--- src/rtl/wb_arb2.sv ---
// wb_arb2: two-master, one-slave Wishbone arbiter.
// Round-robin between master 0 and master 1, with a watchdog that returns a
// single-cycle err to the granted master when the slave does not ack in time.
//
// Handshake: a master owns the bus from the first edge that samples its cyc
// high until cyc drops. Within a grant, a transfer completes in the cycle where
// stb and ack are both high. ack and err are combinational from the slave
// side, and only the granted master ever sees them.
module wb_arb2 #(
  parameter int adr_width = 32,
  parameter int timeout   = 255,
  parameter int cnt_width = 8
) (
  input  logic                 clk,
  input  logic                 reset,
  // master 0
  input  logic                 m0_cyc_i,
  input  logic                 m0_stb_i,
  input  logic                 m0_we_i,
  input  logic [adr_width-1:0] m0_adr_i,
  input  logic [3:0]           m0_sel_i,
  input  logic [31:0]          m0_dat_i,
  output logic [31:0]          m0_dat_o,
  output logic                 m0_ack_o,
  output logic                 m0_err_o,
  // master 1
  input  logic                 m1_cyc_i,
  input  logic                 m1_stb_i,
  input  logic                 m1_we_i,
  input  logic [adr_width-1:0] m1_adr_i,
  input  logic [3:0]           m1_sel_i,
  input  logic [31:0]          m1_dat_i,
  output logic [31:0]          m1_dat_o,
  output logic                 m1_ack_o,
  output logic                 m1_err_o,
  // slave
  output logic                 s_cyc_o,
  output logic                 s_stb_o,
  output logic                 s_we_o,
  output logic [adr_width-1:0] s_adr_o,
  output logic [3:0]           s_sel_o,
  output logic [31:0]          s_dat_o,
  input  logic [31:0]          s_dat_i,
  input  logic                 s_ack_i,
  // one-hot grant, also serves as the visible FSM state
  output logic [1:0]           gnt_o
);

  typedef enum logic [1:0] {
    IDLE = 2'd0,
    GNT0 = 2'd1,
    GNT1 = 2'd2
  } state_t;

  // Watchdog threshold in counter width; a zero timeout turns the watchdog off.
  localparam logic [cnt_width-1:0] TIMEOUT_C = cnt_width'(timeout);
  localparam bit                   WD_EN     = (timeout != 0);

  state_t               state_q, state_d;
  logic                 last_q, last_d;   // master served most recently
  logic [cnt_width-1:0] cnt_q, cnt_d;     // cycles of unacknowledged strobe

  logic gnt0, gnt1;
  logic cyc_raw, stb_raw;
  logic err_pulse;

  assign gnt0 = (state_q == GNT0);
  assign gnt1 = (state_q == GNT1);

  // Granted master's cyc/stb before the watchdog masks stb.
  always_comb begin
    cyc_raw = 1'b0;
    stb_raw = 1'b0;
    if (gnt0) begin
      cyc_raw = m0_cyc_i;
      stb_raw = m0_stb_i;
    end else if (gnt1) begin
      cyc_raw = m1_cyc_i;
      stb_raw = m1_stb_i;
    end
  end

  // An ack arriving in the timeout cycle wins, so err requires no ack.
  assign err_pulse = WD_EN && cyc_raw && stb_raw && !s_ack_i && (cnt_q == TIMEOUT_C);

  // Next grant: round-robin from IDLE, hold while cyc, hand over without an IDLE gap.
  always_comb begin
    state_d = state_q;
    last_d  = last_q;
    case (state_q)
      IDLE: begin
        if (m0_cyc_i && m1_cyc_i) begin
          state_d = last_q ? GNT0 : GNT1;
        end else if (m0_cyc_i) begin
          state_d = GNT0;
        end else if (m1_cyc_i) begin
          state_d = GNT1;
        end
      end
      GNT0: begin
        if (!m0_cyc_i) begin
          last_d  = 1'b0;
          state_d = m1_cyc_i ? GNT1 : IDLE;
        end
      end
      GNT1: begin
        if (!m1_cyc_i) begin
          last_d  = 1'b1;
          state_d = m0_cyc_i ? GNT0 : IDLE;
        end
      end
      default: begin
        state_d = IDLE;
      end
    endcase
  end

  // Watchdog counter: counts strobe cycles without ack, restarts after an err.
  always_comb begin
    cnt_d = '0;
    if (WD_EN && cyc_raw && stb_raw && !s_ack_i && !err_pulse) begin
      cnt_d = cnt_q + cnt_width'(1);
    end
  end

  // State, round-robin pointer and watchdog registers.
  always_ff @(posedge clk or posedge reset) begin
    if (reset) begin
      state_q <= IDLE;
      last_q  <= 1'b1;
      cnt_q   <= '0;
    end else begin
      state_q <= state_d;
      last_q  <= last_d;
      cnt_q   <= cnt_d;
    end
  end

  // Slave-side mux, driven purely from the registered grant; zero when idle.
  always_comb begin
    s_cyc_o = 1'b0;
    s_stb_o = 1'b0;
    s_we_o  = 1'b0;
    s_adr_o = '0;
    s_sel_o = '0;
    s_dat_o = '0;
    case (state_q)
      GNT0: begin
        s_cyc_o = m0_cyc_i;
        s_stb_o = m0_stb_i & ~err_pulse;
        s_we_o  = m0_we_i;
        s_adr_o = m0_adr_i;
        s_sel_o = m0_sel_i;
        s_dat_o = m0_dat_i;
      end
      GNT1: begin
        s_cyc_o = m1_cyc_i;
        s_stb_o = m1_stb_i & ~err_pulse;
        s_we_o  = m1_we_i;
        s_adr_o = m1_adr_i;
        s_sel_o = m1_sel_i;
        s_dat_o = m1_dat_i;
      end
      default: ;
    endcase
  end

  // Return path: read data is broadcast, ack/err only to the granted master.
  always_comb begin
    m0_dat_o = s_dat_i;
    m1_dat_o = s_dat_i;
    m0_ack_o = s_ack_i & gnt0 & m0_stb_i;
    m1_ack_o = s_ack_i & gnt1 & m1_stb_i;
    m0_err_o = err_pulse & gnt0;
    m1_err_o = err_pulse & gnt1;
  end

  assign gnt_o = {gnt1, gnt0};

endmodule
--- config.mk ---
export PLATFORM = sky130hd
export DESIGN_NAME = wb_arb2
export DESIGN_NICKNAME = d
export VERILOG_FILES = /design/src/rtl/wb_arb2.sv
export SDC_FILE = /design/constraint.sdc
export NUM_CORES = 1
export LEC_CHECK = 0
export ABC_AREA = 1
export CAP_MARGIN = 10
export CORE_AREA = 2 2 124 126
export CTS_CLUSTER_SIZE = 14
export DETAILED_ROUTE_END_ITERATION = 12
export DIE_AREA = 0 0 126 128
export PLACE_DENSITY = 0.61
export SKIP_LAST_GASP = 1
export SYNTH_ARGS = -nofsm -noshare
export SYNTH_HDL_FRONTEND = slang
export SYNTH_SLANG_ARGS = --single-unit
--- constraint.sdc ---
create_clock -name clk -period 3.5 [get_ports clk]
set_input_delay 0.7 -clock clk [delete_from_list [all_inputs] [get_ports clk]]
set_output_delay 0.7 -clock clk [all_outputs]
set_load 0.01 [all_outputs]
======== Word-level counts from Yosys, hierarchy flattened ========
Cells that the tools add are included.
operators by class
  reduce and logical (&&, ||, !) cells .... 11
  multipliers ............................. 0
  div/mod/pow operators ................... 0
  shift-type cells ........................ 0
  muxes and demuxes ....................... 23
  bitwise logic cells ..................... 9
  equal/unequal tests ..................... 6
  order comparisons ....................... 0
  $add $sub $neg .......................... 1
operators with widths
  kind                 count
  $pmux 32 s2          2
  $mux 2               7
  $add 8x1->8 const B  1
  $and 1x1->1          8
  $eq 8x8->1 const B   1
  $mux 8               1
  $pmux 1 s2           4
  $pmux 4 s2           1
  $mux 1               7
  $pmux 2 s3           1
  $reduce_and 3->1     2
  $logic_and 1x1->1    5
  $ne 2x2->1 const B   2
  $ne 4x4->1 const B   1
  $eq 2x1->1 const B   1
  $eq 2x2->1 const B   1
  $logic_not 1->1      2
  $logic_not 2->1      1
  $reduce_bool 2->1    1
  $not 1->1            1
word-level totals
  latch bits .............................. 0
  output and inout port bits .............. 141
  ROM bits ................................ 0
  memories kept ........................... 0
  register bits after elaboration ......... 11
  word-level logic and storage cells ...... 53
  memory bits (writable) .................. 0

======== Depth between registers and ports, before layout ========
  depth in word-level cells ............... 9
  mapped depth ............................ 10

======== Least setup slack after synthesis ========
No wires, ideal clock.
  path type ............................... register to output
  start point ............................. reg state_q[0]
  end point ............................... out m0_err_o
  arrival ................................. 1.299 ns
  slack ................................... 1.501 ns
  data required time ...................... 2.800 ns
  cell stages (with the launch flop) ...... 10
  path through ............................ dfrtp_1 -> inv_1 -> ha_1 -> buf_4 -> nand2_1 -> nand2_1 -> nand2_2 -> nor2_4 -> nand2_1 -> nor2_1
between the ends
  cells in the longest elaborated chain, start to end .. 7
  elaborated cells on any way between the ends .. 10
ends and longest elaborated chain
  element                            RTL line  RTL
  from (decl)                        59        state_t state_q, state_d;
  from (signal assigned)             133       state_q <= state_d;
  $eq 2x2->1 *                       68        assign gnt1 = (state_q == GNT1);
  via gnt1                           63        logic gnt0, gnt1;
  $mux 1                             77        end else if (gnt1) begin
  $mux 1                             74        if (gnt0) begin
  $logic_and 1x1->1 * (3 in series)  84        assign err_pulse = WD_EN && cyc_raw && stb_raw && !s_ack_i && (cnt_q == TIMEOUT_C);
  $and 1x1->1 *                      174       m0_err_o = err_pulse & gnt0;
  to (decl)                          25        output logic m0_err_o,
Mark *: on every way through the listed nets, which the timed path passes. The rest lies on a longest branch.

======== Final worst setup path ========
  start point ............................. reg state_q[0]
  end point ............................... out m0_err_o
between the ends
  cells in the longest elaborated chain, start to end .. 7
  elaborated cells on any way between the ends .. 10
ends and longest elaborated chain
  element                          RTL line
  $eq 2x2->1                       68
  $mux 1                           77
  $mux 1                           74
  $logic_and 1x1->1 (3 in series)  84
  $and 1x1->1 *                    174
Mark *: on every way between the ends. The rest lies on a longest branch, timed or not.

==> metrics.txt <==
status=completed; Initial Utilization=between 10% and 20%; Slew Limit Fails=0; die area=16100 um^2; width of the die=126 um; die span in y=128 um; post-synthesis cell area=between 2000 and 2500 um^2; HP Class=register to register; number of global-route vias before repair=between 2000 and 3000; Area Growth Syn to Fin=90.6%; Final Hold Vio Count=0; final period utilization=roughly nine tenths; crit-path cells=inv_1, ha_2, buf_4, nand2_1, nand2_1, nand2_2, nor2_4, nand2_1, nor2_1, clkdlybuf4s50_1; static leakage=1.51 nW; DRT antenna net count=0; initial antenna violation count=0; layout cells sized above 1=~2.9%; core area=roughly 15000 um^2; leading cell type in the layout, fill and taps excluded=clkdlybuf4s50_1; Ys Warns=0; syn avg cell area=about 5.4 um^2; Worst Path Arrival=approximately 2400 ps; post-CTS sizing=0; Filler Cell Count=1639; # rows=45; RSZ-0062 raised after global routing=false; Max-slew headroom=63.3%; Setup WS pre-CTS=around 440 ps; total grt overflow=0; Pre-antenna DRT Iters=4; routability cong.=approximately 0.79; routed vias/inst=around 4; Worst Path Buf+Inv=3; commonest non-fill, non-tap cells in the layout=clkdlybuf4s50_1 (221), nand2_1 (183), a21oi_1 (70), nor2_1 (20), inv_1 (15); largest net degree at the start of global routing=between 40 and 50; CP most frequent cell=nand2_1; Power Dens Cells=roughly 540 nW/um^2; # IOs=approximately 320; min cycle time layout=3120 ps; post-synthesis sequential area ratio=12.5%; H-Tree Depth=1; clk root buf=clkbuf_16; Core Util, Final=between 20 and 30%; Clock Skew=slightly below 2 ps; number of port buffers=221; CTS clk-pin slew, worst paths=about 40 ps; Synth Net Count=591; DRT Wirelength=10700 um; DR vias=about 2900; synthesized netlist cell count=slightly above 400; Fin Setup TNS=0 ps; post-CTS setup buffers=0; clock buffer depth=2; worst setup margin=around 380 ps; CP endpoint kind=primary output; Startpoint Class=register; # DRC=0; worst slew pin tran=549 ps; clk sinks=11; WL/cell=between 10 and 15 um; Unique masters post-synth=20; initial drt markers=104; # diodes=0; total CTS buffers=3; CTS tree=done; first-pass GRT wire length=around 16000 um; Nets=about 730; Crit path largest cell delay=~540 ps; worst vdd ir=282 uV; Crit-path slowest cell=clkdlybuf4s50_1; WS Path Type=register to primary output; critical path's top delay family=buffers and inverters; hold depth=1; GRT Resource Usage Total=between 10% and 20%; Crit Path Max Fanout=32; worst reg2reg path depth=9; Clk Latency, worst-skew pair=240 ps; max-cap check violation count=0; WP depth=10; fmax=around 0.32 GHz; WP data required=2800 ps; Final HPWL DP=8750 um; Seq cells post-synth=11; post-cts hold buffer count=0; Final setup viols=0
-- power by group --
group	internal, mW	leakage [nW]	switching [mW]
Clock	0.153	0.0382	0.0569
Combinational	0.887	1.33	1.02
Sequential	0.146	0.148	0.0154
-- logic make-up (layout without fill, tap and decap cells) --
| kind of cell | count (synthesis) | after routing | synth area share, % |
|---|---|---|---|
| adder cells (fa/ha/maj) | 5 | 5 | 2.82 |
| flip-flops | 11 | 11 | 12.5 |
| AND/OR/NAND/NOR | 213 | 213 | 37.2 |
| AO/OA/AOI/OAI | 73 | 73 | 16.6 |
| XOR/XNOR | 2 | 2 | 0.791 |
| buffers and inverters | 105 | 247 | 30.1 |
-- state kept, by name, summed over array words and instances, names as in the netlist --
register,flops
cnt_q,8
state_q,2
last_q,1
-- per-stage QoR --
stage	hold WS (ps)	instances	power [mW]	cell area (um^2)
6_report	485	739	2.28	4220
5_1_grt	499	739	2.47	4220
4_1_cts	486	739	2.32	4220
3_5_place_dp	481	735	2.09	4140
3_3_place_gp	473	735	2.11	4140
2_1_floorplan	454	409	1.15	2220
-- final timing paths --
path                                  from        to  slack, ps
worst min register to register    cnt_q[0]  cnt_q[0]        490
max in group asynchronous            reset    last_q       2430
min in group asynchronous            reset  cnt_q[3]        750
worst max register to register  state_q[0]  cnt_q[5]       1730
worst max-delay path            state_q[0]  m0_err_o        380
worst min-delay path              cnt_q[0]  cnt_q[0]        490
-- cell type report --
| cell class | count | area [um^2] | area share [%] |
|---|---|---|---|
| inverter | 16 | 60.1 | 1.42 |
| clock buffer | 4 | 78.8 | 1.87 |
| timing repair buffer | 227 | 2290 | 54.3 |
| sequential | 11 | 277 | 6.55 |
| multi-input combinational | 293 | 1280 | 30.3 |
| tap | 188 | 235 | 5.57 |
-- Yosys cell counts, drive strengths merged --
cell	n	area (um^2)
dfrtp	10	250
buf	82	581
nand4	1	6.26
o21bai	1	7.51
ha	5	62.6
nor2	21	86.3
a21oi	70	350
o21ai	2	10.0
nand3b	1	7.51
dfstp	1	26.3
xnor2	1	8.76
clkbuf	7	26.3
xor2	1	8.76
inv	16	60.1
nand2	185	699
nand3	5	25.0
-- per-layer routing --
layer  vias up  routed length, um  GRT usage, %
met1      1249               4390          15.9
met5         -                  0             0
met2       166               4890          18.8
met4         0                158          2.65
met3        22               1260          4.72
li1       1493                  -             -
Note: power is estimated with default switching activity, not from simulation.
